===== src/rtl/tlbmiss_arbiter.sv =====
// tlbmiss_arbiter: shares one page-table walker between the ITLB and the DTLB.
//
// Ports
//   clk, reset             clock and synchronous active-low reset
//   ITLBMissF, DTLBMissM   level miss requests from fetch and memory stages
//   IVAdr, DVAdr           virtual addresses for the two misses
//   DWriteAccess           DTLB miss is a store/AMO
//   TLBFlush               sfence.vma / satp write: cancel or drain the walk
//   WalkReq/WalkAck        request handshake to the walker
//   WalkVAdr, WalkIsInstr, WalkIsWrite   latched request attributes
//   WalkDone, WalkFault, WalkPTE, WalkPageType   walk result, valid on WalkDone
//   WalkAbort              one-cycle abandon pulse to the walker
//   PTE, PageTypeWriteVal  registered result for the TLB write
//   ITLBWrite, DTLBWrite   one-cycle TLB write strobes
//   IWalkFault, DWalkFault one-cycle page-fault pulses
//   Busy                   FSM is not idle
module tlbmiss_arbiter #(
  parameter int unsigned XLEN       = 64,
  parameter int unsigned FAIR_LIMIT = 3
) (
  input  logic            clk,
  input  logic            reset,
  input  logic            ITLBMissF,
  input  logic            DTLBMissM,
  input  logic [XLEN-1:0] IVAdr,
  input  logic [XLEN-1:0] DVAdr,
  input  logic            DWriteAccess,
  input  logic            TLBFlush,
  output logic            WalkReq,
  input  logic            WalkAck,
  output logic [XLEN-1:0] WalkVAdr,
  output logic            WalkIsInstr,
  output logic            WalkIsWrite,
  input  logic            WalkDone,
  input  logic            WalkFault,
  input  logic [XLEN-1:0] WalkPTE,
  input  logic [1:0]      WalkPageType,
  output logic            WalkAbort,
  output logic [XLEN-1:0] PTE,
  output logic [1:0]      PageTypeWriteVal,
  output logic            ITLBWrite,
  output logic            DTLBWrite,
  output logic            IWalkFault,
  output logic            DWalkFault,
  output logic            Busy
);

  localparam logic [3:0] FairLimit = 4'(FAIR_LIMIT);

  typedef enum logic [2:0] {StIdle, StReq, StWalk, StResp, StDrain} state_e;

  state_e          state_q, state_d;
  logic [3:0]      fair_cnt_q, fair_cnt_d;
  logic            owner_instr_q, owner_instr_d;
  logic [XLEN-1:0] vadr_q, vadr_d;
  logic            write_q, write_d;
  logic [XLEN-1:0] pte_q, pte_d;
  logic [1:0]      ptype_q, ptype_d;
  logic            fault_q, fault_d;

  logic grant;
  logic grant_instr;
  logic owner_miss;
  logic result_take;

  // Grant decode: DTLB wins unless it is absent or the ITLB has been starved
  // for FairLimit consecutive DTLB grants.
  assign grant       = (state_q == StIdle) & ~TLBFlush & (ITLBMissF | DTLBMissM);
  assign grant_instr = ITLBMissF & (~DTLBMissM | (fair_cnt_q == FairLimit));
  assign owner_miss  = owner_instr_q ? ITLBMissF : DTLBMissM;
  assign result_take = (state_q == StWalk) & WalkDone & ~TLBFlush;

  // State register
  always_ff @(posedge clk) begin
    if (!reset) begin
      state_q <= StIdle;
    end else begin
      state_q <= state_d;
    end
  end

  // Next-state logic
  always_comb begin
    state_d = state_q;
    case (state_q)
      StIdle: begin
        if (grant) state_d = StReq;
      end
      StReq: begin
        // A same-cycle ack commits the walker, so it beats a withdrawn miss.
        if (WalkAck) begin
          state_d = TLBFlush ? StDrain : StWalk;
        end else if (!owner_miss || TLBFlush) begin
          state_d = StIdle;
        end
      end
      StWalk: begin
        if (WalkDone) begin
          state_d = TLBFlush ? StIdle : StResp;
        end else if (TLBFlush) begin
          state_d = StDrain;
        end
      end
      StResp:  state_d = StIdle;
      StDrain: begin
        if (WalkDone) state_d = StIdle;
      end
      default: state_d = StIdle;
    endcase
  end

  // Output logic
  always_comb begin
    WalkReq     = 1'b0;
    WalkVAdr    = '0;
    WalkIsInstr = 1'b0;
    WalkIsWrite = 1'b0;
    WalkAbort   = 1'b0;
    ITLBWrite   = 1'b0;
    DTLBWrite   = 1'b0;
    IWalkFault  = 1'b0;
    DWalkFault  = 1'b0;
    case (state_q)
      StReq: begin
        WalkReq     = 1'b1;
        WalkVAdr    = vadr_q;
        WalkIsInstr = owner_instr_q;
        WalkIsWrite = write_q;
        WalkAbort   = WalkAck & TLBFlush;
      end
      StWalk: begin
        WalkAbort = TLBFlush & ~WalkDone;
      end
      StResp: begin
        ITLBWrite  = owner_instr_q  & ~fault_q & ~TLBFlush;
        DTLBWrite  = ~owner_instr_q & ~fault_q & ~TLBFlush;
        IWalkFault = owner_instr_q  &  fault_q & ~TLBFlush;
        DWalkFault = ~owner_instr_q &  fault_q & ~TLBFlush;
      end
      default: ;
    endcase
  end

  assign Busy             = (state_q != StIdle);
  assign PTE              = pte_q;
  assign PageTypeWriteVal = ptype_q;

  // Request latches, fairness counter and result registers
  always_comb begin
    fair_cnt_d    = fair_cnt_q;
    owner_instr_d = owner_instr_q;
    vadr_d        = vadr_q;
    write_d       = write_q;
    pte_d         = pte_q;
    ptype_d       = ptype_q;
    fault_d       = fault_q;
    if (grant) begin
      owner_instr_d = grant_instr;
      vadr_d        = grant_instr ? IVAdr : DVAdr;
      write_d       = ~grant_instr & DWriteAccess;
      // Count only DTLB grants that made a waiting ITLB miss lose.
      if (!grant_instr && ITLBMissF) begin
        fair_cnt_d = (fair_cnt_q >= FairLimit) ? FairLimit : fair_cnt_q + 4'd1;
      end else begin
        fair_cnt_d = '0;
      end
    end
    if (result_take) begin
      pte_d   = WalkPTE;
      ptype_d = WalkPageType;
      fault_d = WalkFault;
    end
  end

  always_ff @(posedge clk) begin
    if (!reset) begin
      fair_cnt_q    <= '0;
      owner_instr_q <= 1'b0;
      vadr_q        <= '0;
      write_q       <= 1'b0;
      pte_q         <= '0;
      ptype_q       <= '0;
      fault_q       <= 1'b0;
    end else begin
      fair_cnt_q    <= fair_cnt_d;
      owner_instr_q <= owner_instr_d;
      vadr_q        <= vadr_d;
      write_q       <= write_d;
      pte_q         <= pte_d;
      ptype_q       <= ptype_d;
      fault_q       <= fault_d;
    end
  end

endmodule


===== config.mk =====
export PLATFORM = sky130hd
export DESIGN_NAME = tlbmiss_arbiter
export DESIGN_NICKNAME = d
export VERILOG_FILES = /design/src/rtl/tlbmiss_arbiter.sv
export SDC_FILE = /design/constraint.sdc
export NUM_CORES = 1
export LEC_CHECK = 0
export ABC_AREA = 1
export BUFFER_PORTS_ARGS = -buffer_cell sky130_fd_sc_hd__buf_2
export CORE_AREA = 2 2 134 136
export CTS_BUF_LIST = sky130_fd_sc_hd__clkbuf_8
export DETAILED_ROUTE_END_ITERATION = 16
export DIE_AREA = 0 0 136 138
export PLACE_DENSITY_LB_ADDON = 0.15
export SLEW_MARGIN = 0
export SYNTH_ARGS = -nofsm -noshare
export SYNTH_HDL_FRONTEND = slang
export SYNTH_SLANG_ARGS = --single-unit
export TNS_END_PERCENT = 5

===== constraint.sdc =====
create_clock -name clk -period 1.5 [get_ports clk]
set_input_delay 0.075 -clock clk [delete_from_list [all_inputs] [get_ports clk]]
set_output_delay 0.075 -clock clk [all_outputs]
set_load 0.02 [all_outputs]

Yosys cells after proc, flatten, opt, wreduce, memory -nomap -nowiden
Index checks and enable logic that the tools add are counted.

storage, ports and cells
  register bits after elaboration = 140
  word-level logic and storage cells = 72
  input bits = 203
  output and inout bits = 139

operators by class
  muxes and demuxes = 22
  reduce and logical (&&, ||, !) cells = 7
  add/sub/neg operators = 1
  equal/unequal tests = 9
  order comparisons = 1
  bitwise logic cells = 24

operators with widths
  kind                   count
  $mux W64               2
  $mux W3                7
  $and A1 B1 Y1          16
  $pmux W3 S4            1
  $mux W1                8
  $mux W4                2
  $eq A3 B2 Y1 const B   2
  $ne A3 B3 Y1 const B   2
  $not A1 Y1             6
  $add A4 B1 Y4 const B  1
  $eq A4 B2 Y1 const B   1
  $ge A4 B2 Y1 const B   1
  $ne A2 B2 Y1 const B   2
  $reduce_and A4 Y1      1
  $eq A3 B1 Y1 const B   1
  $eq A3 B3 Y1 const B   1
  $logic_not A3 Y1       1
  $reduce_bool A3 Y1     1
  $logic_not A1 Y1       2
  $mux W2                1
  $or A1 B1 Y1           2
  $pmux W1 S2            1
  $logic_and A1 B1 Y1    1
  $logic_or A1 B1 Y1     1

Logic depth before layout (Yosys ltp)
Gate-level depths: netlist (run 1).

  word-level depth = 6
  mapped depth = 10
  depth with buffers taken out = 9

Least setup slack after synthesis (run 1)
OpenSTA, ideal clock, no wires.

  path type = reg-to-reg
  start point = register state_q[2]
  end point = register vadr_q[36]
  arrival = 1.475 ns
  cell stages (with the launch flop) = 10
  slack = -0.031 ns
  data required time = 1.444 ns
  period minus slack after synthesis = 1.531 ns
  path through = dfxtp_1 > nor2_1 > nand2_1 > nor3_4 > inv_2 > buf_2 > buf_2 > a21oi_1 > nand2_1 > inv_1

between the ends
  cells in the longest elaborated chain, start to end = 3

ends and longest elaborated chain
  element                      RTL line  RTL
  start: declaration           52        state_e state_q, state_d;
  start signal: assignment     76        state_q <= StIdle;
  start signal: assignment     78        state_q <= state_d;
  $logic_not A3 Y1             68        assign grant = (state_q == StIdle) & ~TLBFlush & (ITLBMissF | DTLBMissM);
  $and A1 B1 Y1 (2 in series)  68
  end signal: assignment       187       vadr_q <= vadr_d;
  end: declaration             55        logic [XLEN-1:0] vadr_q, vadr_d;

Every way passes these cells.
A chain may end at the register's enable or synchronous reset.

Worst setup path in the final report (run 1)
  start point = register state_q[0]
  end point = output port WalkVAdr[24]

between the ends
  cells in the longest elaborated chain, start to end = 2

ends and longest elaborated chain
  element           RTL line  RTL
  $eq A3 B1 Y1      123       case (state_q)
  $mux W64          123
  end: declaration  31        output logic [XLEN-1:0] WalkVAdr,

Every way passes these cells.

==> results.json, run 1 <==
{
  "status": "finished with violations",
  "violations": "negative setup slack",
  "cap_violations": 0,
  "clockRootBuffer": "clkbuf_8",
  "power_leakage_nw": 5.912,
  "grt_pass1_vias": 8153,
  "syn_avg_cell_area_sq_um": 6.372,
  "cts_buffers": 17,
  "synth_top_area_frac": 0.4416,
  "intPower_mw": 6.947,
  "finish.utilization": 0.6986,
  "fin_crit_sh": 1.124,
  "timing.rr.start": "state_q[2]$_SDFFE_PN0P_",
  "die_w_um": 136,
  "io_pins": 342,
  "n_fill_cell": 1386,
  "comb_power_share": 0.305,
  "post-synth-top-area-cell": "dfxtp_1",
  "critPathRequiredTime_ns": 1.42,
  "synth.distinct_cells": 20,
  "seq_area_frac_synth": 0.4416,
  "timing.final.crit_period_ns": 1.686,
  "worstMarginPinSlew_ns": 0.4333,
  "hpwl_mm": 14.40,
  "die_h_um": 138,
  "coreArea_sq_mm": 0.01753,
  "peakVddDrop_uv": 579.5,
  "power.share.switching": 0.3189,
  "vias": 8396,
  "r2r_cells": 10,
  "cts_tree": "built",
  "crit_type": "register to output pin",
  "grt_max_degree": 72,
  "via_per_inst": 4.722,
  "htreeDepth": 4,
  "crit_arrival_ns": 1.61,
  "start_util": 0.3619,
  "slew_headroom": 0.7112,
  "multiInputGateArea_sq_mm": 0.003341,
  "hold_path_depth": 5,
  "r2r_end": "vadr_q[24]$_SDFFE_PN0P_",
  "grt_pass1_wl_mm": 38.90,
  "cp_max_fo": 8,
  "syn_area_sq_mm": 0.006346,
  "dr.first_iter.drc_count": 430,
  "p_clk_frac": 0.302,
  "clk_latency_ns": 0.45,
  "yosys_warnings": 0,
  "setup_viol": 140,
  "avgRoutedWirePerCell_um": 14.93,
  "drcViolationCount": 0,
  "hp-class": "input port to register",
  "hp-start": "ITLBMissF",
  "end_kind": "output pin",
  "num_rows": 49,
  "layout_common_cells": "buf_2, nand2_1, dlygate4sd3_1",
  "p_total_mw": 10.20,
  "layout_commonest_cell": "buf_2",
  "ant_nets": 0,
  "antenna_found_initial": 1,
  "track_usage": 0.2564,
  "drive_above_1_share": 0.3534,
  "p_switching_mw": 3.253,
  "cts.sinks": 140,
  "synthTopCellsByArea": "dfxtp_1, nor2_1, nand2_1",
  "dieArea_sq_mm": 0.01877,
  "synthToLayoutAreaGrowth_pct": 93.02,
  "slew_violations": 0,
  "globalplace.congestion": 0.7979,
  "clock.fmax_mhz": 593.2,
  "ys_ff_latch": 140,
  "pwr-share-seq": 0.394,
  "dp_slack_ns": -0.02950,
  "power_density_mw_per_mm2": 832.7,
  "clk_transition_reported_paths_ns": 0.08,
  "syn_nets": 1200,
  "nets": 1739,
  "critPathLaunch": "state_q[0]$_SDFFE_PN0P_",
  "firstDrtPassIters": 4,
  "numPortBuffers": 341,
  "skew_ns": 0.01541,
  "rrSetupSlack_ns": -0.11,
  "critPathLaunchType": "register",
  "wl_mm": 26.55,
  "regArea_sq_mm": 0.002806,
  "cts_buffer_depth": 2,
  "grt-ovfl-total": 0,
  "fin_ws_ns": -0.1857,
  "hold_viol_final": 0,
  "worst_hold_path.endpoint": "fair_cnt_q[0]$_SDFFE_PN0P_",
  "rsz0062_at_grt": "true",
  "postSynthCellCount": 996
}
-- timing repair --
action | 4_1_cts | 5_1_grt
hold buffers | 197 | 0
gates cloned | 4 | 8
setup buffers | 5 | 3
resized for setup | 201 | 114
setup endpoints to repair | 126 | 186
pin swaps | 4 | 3
hold endpoints to repair | 133 | 0
-- critical path, stage by stage (launching register included) --
cell and delay [ns]:
dfxtp_2 0.36, buf_6 0.11, nand3_4 0.08, buf_12 0.17, clkbuf_16 0.18, nor2_2 0.13
buf_6 0.14
-- Yosys cell counts --
library cell and count:
o21bai_1 1, a21oi_1 71, dfxtp_1 140, clkbuf_2 1, ha_1 1, nor4_1 4
clkbuf_1 47, a31oi_1 1, nor2_2 1, nand3_1 75, o21ai_0 68, clkinv_1 1
inv_2 3, buf_1 2, nor2_1 211, nand2_1 210, inv_1 143, buf_2 14
nor3_4 1, o211ai_1 1
-- metal layers --
metal / vias to the layer above / GRT usage / part of all wire
li1: 4120 / - / -
met1: 3803 / 0.2905 / 0.39
met2: 386 / 0.4398 / 0.49
met3: 87 / 0.06784 / 0.077
met4: 0 / 0.1299 / 0.040
met5: - / 0 / 0
-- registers in the layout, summed over array words and instances (netlist names) --
signal and count:
PTE 64, PageTypeWriteVal 2, fair_cnt_q 4, fault_q 1
owner_instr_q 1, state_q 3, vadr_q 64, write_q 1
-- final cells by class --
cell class | instances | area share
tap | 229 | 0.02339
sequential | 140 | 0.2291
inverter | 147 | 0.04586
clock inverter | 14 | 0.01164
antenna | 1 | 0.0002043
clock buffer | 18 | 0.02022
timing repair buffer | 584 | 0.3968
multi-input combinational | 645 | 0.2727
-- power groups by stage --
stage,logic [mW],clock network [mW],registers (mW)
2_1_floorplan,1.05,0,4.11
3_3_place_gp,1.77,0,4.09
3_5_place_dp,1.78,0,4.09
4_1_cts,2.62,3.14,4.01
5_1_grt,3.34,3.29,4.04
6_report,3.11,3.08,4.01
-- through the flow --
step / hold WS [ns] / instance area, sq um / instances / TNS (ns)
2_1_floorplan: 0.2382 / 6374 / 996 / -0.1102
3_3_place_gp: 0.3223 / 8453 / 1528 / 0
3_5_place_dp: 0.3324 / 8453 / 1528 / -0.09918
4_1_cts: 0.003969 / 11600 / 1766 / -11.74
5_1_grt: 0.05533 / 12250 / 1778 / -21.92
6_report: 0.06676 / 12250 / 1778 / -11.93
-- kinds of logic after synthesis --
| family | count (synthesis) | share of synthesized area |
|---|---|---|
| adder cells (fa/ha/maj) | 1 | 0.001971 |
| AO/OA/AOI/OAI | 142 | 0.1130 |
| buffers and inverters | 211 | 0.1278 |
| flip-flops | 140 | 0.4416 |
| AND/OR/NAND/NOR | 502 | 0.3157 |
-- worst max path at each step --
| stage | endpoint | cells after the start |
|---|---|---|
| detailed placement | vadr_q[43]$_SDFFE_PN0P_ | 7 |
| floorplan | fair_cnt_q[1]$_SDFFE_PN0P_ | 6 |
| global placement | vadr_q[2]$_SDFFE_PN0P_ | 7 |
| global route | WalkVAdr[24] | 6 |
| CTS | WalkVAdr[49] | 6 |
| finish | WalkVAdr[24] | 6 |
No activity file was read; power rests on OpenSTA's default activity.
==> inputs of run 2 (changes only) <==
--- a/config.mk
+++ b/config.mk
@@ -12,6 +12,7 @@
 export DETAILED_ROUTE_END_ITERATION = 16
 export DIE_AREA = 0 0 136 138
 export PLACE_DENSITY_LB_ADDON = 0.15
+export SKIP_LAST_GASP = 1
 export SLEW_MARGIN = 0
 export SYNTH_ARGS = -nofsm -noshare
 export SYNTH_HDL_FRONTEND = slang
==> run 2 against run 1 <==
  * Register-to-register slack better by 0.07 ns
  * Highest routed layer unchanged
  * Die area is the same
  * Via count is essentially flat
  * Utilization down 1.9 points
  * Critical path depth is the same
  * Combinational power shrank 5%
  * Sequential cell count is the same
  * The run still ends with negative setup slack left
  * Setup slack improved by 0.011 ns
==> results.json, run 2 (same netlist as run 1, synthesis figures left out) <==
{
  "power_density_mw_per_mm2": 840.6,
  "stdcell_count": 1782,
  "crit_chain": "buf_6 -> nand3_4 -> buf_12 -> buf_16 -> nor2_2 -> buf_4",
  "track_usage": 0.2511,
  "grt-ovfl-total": 0,
  "grt_pass1_vias": 8093,
  "met1_usage": 0.2804,
  "clockRootBuffer": "clkbuf_8",
  "drive_above_1_share": 0.3247,
  "clock.fmax_mhz": 597.2,
  "n_fill_cell": 1451,
  "numPortBuffers": 341,
  "grt.busiest_layer": "met2",
  "peakVddDrop_uv": 518.7,
  "coreArea_sq_mm": 0.01753,
  "cts_buffer_depth": 2,
  "fin_crit_sh": 1.116,
  "layout_common_cells": "buf_2, nand2_1, dlygate4sd3_1",
  "grtUsageMet3": 0.06784,
  "layout_commonest_cell": "buf_2",
  "fin_hold_ws_ns": 0.05550,
  "drcViolationCount": 0,
  "clk_latency_ns": 0.45,
  "use_met2": 0.4282,
  "crit_arrival_ns": 1.60,
  "avgRoutedWirePerCell_um": 14.62,
  "slew_headroom": 0.7680,
  "dr.first_iter.drc_count": 430,
  "die_h_um": 138,
  "firstDrtPassIters": 5,
  "timing.final.crit_period_ns": 1.674,
  "status": "finished with violations",
  "num_rows": 49,
  "hold_viol_final": 0,
  "synthToLayoutAreaGrowth_pct": 87.66,
  "skew_ns": 0.01517,
  "slowest_delay_ns": 0.36,
  "critPathRequiredTime_ns": 1.42,
  "htreeDepth": 4,
  "hp-class": "input port to register",
  "dieArea_sq_mm": 0.01877,
  "cts_buffers": 17,
  "violations": "negative setup slack",
  "worst_path_max_delay_cell": "dfxtp_2",
  "worstMarginPinSlew_ns": 0.3479,
  "io_pins": 342,
  "hpwl_mm": 14.40,
  "cap_violations": 0,
  "cp_max_fo": 8,
  "grt_pass1_wl_mm": 38.07,
  "critPathLaunchType": "register",
  "dp_cells": 1528,
  "crit_type": "register to output pin",
  "finish.utilization": 0.6792,
  "antenna_found_initial": 1,
  "wl_mm": 26.05,
  "clk_transition_reported_paths_ns": 0.08,
  "vias": 8389,
  "start_util": 0.3619,
  "cts_tree": "built",
  "grt_max_degree": 72,
  "end_kind": "output pin",
  "die_w_um": 136,
  "slew_violations": 0,
  "cts.sinks": 140,
  "nets": 1743,
  "ant_nets": 0,
  "setup_viol": 102,
  "power_leakage_nw": 5.916,
  "globalplace.congestion": 0.7979,
  "rsz0062_at_grt": "true",
  "fin_ws_ns": -0.1745,
  "via_per_inst": 4.708
}
run 2: final timing paths:
path / start / endpoint / slack [ns] / cells after the start
min: ITLBMissF / fair_cnt_q[0]$_SDFFE_PN0P_ / 0.06 / 5
min reg2reg: fair_cnt_q[3]$_SDFFE_PN0P_ / fair_cnt_q[3]$_SDFFE_PN0P_ / 0.45 / 2
max reg2reg: state_q[2]$_SDFFE_PN0P_ / vadr_q[42]$_SDFFE_PN0P_ / -0.04 / 10
max: state_q[0]$_SDFFE_PN0P_ / WalkVAdr[28] / -0.17 / 6
run 2: routing by layer:
layer,routed length [um],part of all wire
met5,0,0
met4,1205,0.046
met3,2118,0.081
met2,12620,0.48
met1,10100,0.39
run 2: repair_timing:
| item | in CTS | in global routing |
|---|---|---|
| setup endpoints to repair | 126 | 178 |
| pin swaps | 2 | 3 |
| hold endpoints to repair | 133 | 0 |
| setup buffers | 5 | 4 |
| gates resized for setup | 127 | 86 |
| gates cloned | 4 | 11 |
| hold buffers | 197 | 0 |
run 2: report_power, final:
part | internal (mW) | switching [mW] | total [mW]
Clock | 1.52 | 1.53 | 3.06
Combinational | 1.44 | 1.50 | 2.94
Sequential | 3.94 | 0.0677 | 4.01
run 2: layout make-up:
cell class | instances | area [sq um] | share of cell area
timing repair buffer | 588 | 4797 | 0.4028
multi-input combinational | 645 | 3058 | 0.2568
sequential | 140 | 2808 | 0.2358
inverter | 147 | 566.8 | 0.04759
tap | 229 | 286.5 | 0.02406
clock buffer | 18 | 247.7 | 0.02080
clock inverter | 14 | 142.6 | 0.01198
antenna | 1 | 2.502 | 0.0002101
run 2: metrics by stage:
step	setup slack (ns)	instance area, sq um	setup TNS [ns]	total power, mW
floorplan	-0.003218	6374	-0.1102	5.156
global placement	0.002214	8453	0	5.860
detailed placement	-0.02950	8453	-0.09918	5.875
CTS	-0.1669	11350	-16.85	9.668
global route	-0.2374	11910	-19.17	10.50
finish	-0.1745	11910	-8.851	10.01
run 2: critical path: cells and delay by family, from the launching register on:
kind	cells	cell delay [ns]
buffers and inverters	4	0.61
flip-flops	1	0.36
AND/OR/NAND/NOR	2	0.19
==> inputs of run 3 (changes only) <==
--- a/config.mk
+++ b/config.mk
@@ -5,13 +5,12 @@
 export SDC_FILE = /design/constraint.sdc
 export NUM_CORES = 1
 export LEC_CHECK = 0
-export ABC_AREA = 1
 export BUFFER_PORTS_ARGS = -buffer_cell sky130_fd_sc_hd__buf_2
-export CORE_AREA = 2 2 134 136
+export CORE_AREA = 2 2 131 133
 export CTS_BUF_LIST = sky130_fd_sc_hd__clkbuf_8
 export DETAILED_ROUTE_END_ITERATION = 16
-export DIE_AREA = 0 0 136 138
-export PLACE_DENSITY_LB_ADDON = 0.15
+export DIE_AREA = 0 0 133 135
+export PLACE_DENSITY = 0.79
 export SKIP_LAST_GASP = 1
 export SLEW_MARGIN = 0
 export SYNTH_ARGS = -nofsm -noshare
==> run 3 against run 2 <==
  * The run still ends with negative setup slack left
  * Sequential share of layout area is 2.1 points higher
  * Synthesized area shrank 6.4%
  * Sequential power grew 2%
  * Via count decreased by 1.2%
  * Non-clock buffer count grew 15
  * First-iteration DRC count is 51% higher
  * Cell count shrank 11%
  * Wire length increased by 6.6%
  * Combinational power down 9.5%
  * Final area decreased by 8.0%
  * Sequential cell count stayed put
  * Critical path type unchanged
  * Largest power group unchanged
==> results.json, run 3 <==
{
  "status": "finished with violations",
  "violations": "negative setup slack",
  "coreArea_sq_mm": 0.01641,
  "ys_ff_latch": 140,
  "worst_path_max_delay_cell": "dfxtp_2",
  "fin_setup_tns_ns": -56.38,
  "seq_area_frac_synth": 0.4719,
  "firstDrtPassIters": 5,
  "rsz0062_at_grt": "true",
  "power_density_mw_per_mm2": 882.3,
  "timing.final.crit_period_ns": 1.915,
  "dieArea_sq_mm": 0.01796,
  "skew_ns": 0.01419,
  "netlist_top_cells_count": "nand2_1, dfxtp_1, a21oi_1",
  "synthToLayoutAreaGrowth_pct": 84.48,
  "wl_mm": 27.78,
  "track_usage": 0.2884,
  "cp_max_fo": 17,
  "globalplace.congestion": 0.8750,
  "crit_chain": "buf_6 -> nor3b_4 -> buf_6 -> clkbuf_16 -> and2_1 -> buf_2",
  "synth.distinct_cells": 37,
  "setup_viol": 212,
  "grt_max_degree": 68,
  "clk_latency_ns": 0.45,
  "endpoint": "WalkVAdr[25]",
  "postSynthCellCount": 790,
  "yosys_warnings": 0,
  "synthTopCellsByArea": "dfxtp_1, nand2_1, and2_1",
  "clock.fmax_mhz": 522.3,
  "rrSetupSlack_ns": -0.32,
  "via_per_inst": 5.248,
  "crit_top_cell": "buf_6",
  "ant_nets": 0,
  "io_pins": 342,
  "fin_ws_ns": -0.4146,
  "cts_buffer_depth": 2,
  "fin_crit_sh": 1.276,
  "critPathLaunch": "state_q[2]$_SDFFE_PN0P_",
  "die_h_um": 135,
  "antenna_found_initial": 0,
  "r2r_cells": 6,
  "hpwl_mm": 13.81,
  "post-synth-top-area-cell": "dfxtp_1",
  "stdcell_count": 1579,
  "dr.first_iter.drc_count": 650,
  "clk_transition_reported_paths_ns": 0.09,
  "cts_hold_buf": 198,
  "synth_top_area_frac": 0.4719,
  "grt_pass1_wl_mm": 41.16,
  "hp-class": "input port to register",
  "layout_commonest_cell": "buf_2",
  "numPortBuffers": 341,
  "crit_type": "register to output pin",
  "layout_common_cells": "buf_2, nand2_1, dlygate4sd3_1",
  "vias": 8286,
  "peakVddDrop_uv": 479.1,
  "slowest_delay_ns": 0.34,
  "dp_slack_ns": -0.1269,
  "syn_avg_cell_area_sq_um": 7.518,
  "slew_violations": 0,
  "finish.utilization": 0.6678,
  "p_total_mw": 9.667,
  "end_kind": "output pin",
  "syn_area_sq_mm": 0.005939,
  "die_w_um": 133,
  "synth.most_common_cell": "nand2_1",
  "worstMarginPinSlew_ns": 0.5130,
  "hp-start": "WalkAck",
  "grt_pass1_vias": 8196,
  "num_rows": 47,
  "clockRootBuffer": "clkbuf_8",
  "cts_tree": "built",
  "slew_headroom": 0.6575,
  "start_util": 0.3620,
  "r2r_end": "PTE[10]$_SDFFE_PN0P_",
  "grt-ovfl-total": 0,
  "ys_async_sr_fraction": 0,
  "synth_enable_flop_cells": 0,
  "drive_above_1_share": 0.3451,
  "fin_hold_ws_ns": 0.01090,
  "hold_viol_final": 0,
  "cts_buffers": 17,
  "syn_nets": 994,
  "avgRoutedWirePerCell_um": 17.59,
  "critPathRequiredTime_ns": 1.42,
  "nets": 1550,
  "drcViolationCount": 0,
  "htreeDepth": 4,
  "cts.sinks": 140,
  "timing.rr.start": "state_q[2]$_SDFFE_PN0P_",
  "design_area_sq_mm": 0.01096,
  "cap_violations": 0,
  "crit_arrival_ns": 1.84,
  "n_fill_cell": 1114,
  "critPathLaunchType": "register",
  "dp_cells": 1331,
  "placed_cell_area_sq_mm": 0.008142,
  "power_leakage_nw": 5.084,
  "synth_ff_type": "dfxtp_1",
  "diodes": 0
}
## run 3: cell types whose count changed in the layout (fill, tap and decap cells not counted), sizes merged, moves of 4 or more
cell    delta
nor2     -208
inv      -135
nand3     -73
and2      +66
a31oi     +64
nand2     +60
buf       +18
clkbuf     -5
and3       +4
clkinv     -4
nor3b      +4
nor4       -4
## run 3: worst min-delay path by stage
stage / endpoint / slack [ns] / depth (start not counted)
final: state_q[1]$_SDFFE_PN0P_ / 0.01 / 4
after global routing: state_q[1]$_SDFFE_PN0P_ / -0.01 / 4
after CTS: state_q[1]$_SDFFE_PN0P_ / -0.04 / 4
after detailed placement: PTE[59]$_SDFFE_PN0P_ / 0.32 / 3
after global placement: PTE[16]$_SDFFE_PN0P_ / 0.31 / 3
after floorplan: fault_q$_SDFFE_PN0P_ / 0.21 / 2
## run 3: area by class of cell
cell class                      count  area [sq um]  share of cell area
Inverter                            7         26.28            0.002398
Clock inverter                     15         130.1             0.01188
Clock buffer                       17         234.0             0.02135
Timing Repair Buffer              603          4591              0.4190
Tap cell                          220         275.3             0.02512
Multi-Input combinational cell    577          2892              0.2639
Sequential cell                   140          2809              0.2564
## run 3: cells by family (layout without fill, tap and decap cells)
logic type      count (synthesis)  in the layout  share of synthesized area
flops                         140            140                     0.4719
simple gates                  362            362                     0.2709
buf+inv                        73            642                    0.05625
mux                             2              2                   0.003581
compound gates                212            212                     0.1953
fa+ha+maj                       1              1                   0.002106
## run 3: metal layers
metal,GRT usage,routed length [um],up-vias
met5,0,0,-
met4,0.1900,1487,0
met3,0.07132,2846,115
met2,0.4960,13500,612
met1,0.3177,9944,3803
li1,-,-,3756
## run 3: what timing repair did
action,CTS,global route
gates resized for setup,25,54
endpoints found under the hold margin,135,1
gates cloned,3,4
setup endpoints to repair,211,212
setup buffers,6,5
pin swaps,3,8
## run 3: worst max-delay path, delay by kind of cell, from the launching register on
kind                   cells  cell delay (ns)
buffers and inverters      4             0.66
and+or+nand+nor            2             0.39
DFF                        1             0.34
## run 3: power breakdown
| group | switching (mW) | internal (mW) |
|---|---|---|
| clock | 1.69 | 1.20 |
| sequential | 0.144 | 3.97 |
| combinational | 1.31 | 1.35 |
| total | 3.14 | 6.52 |
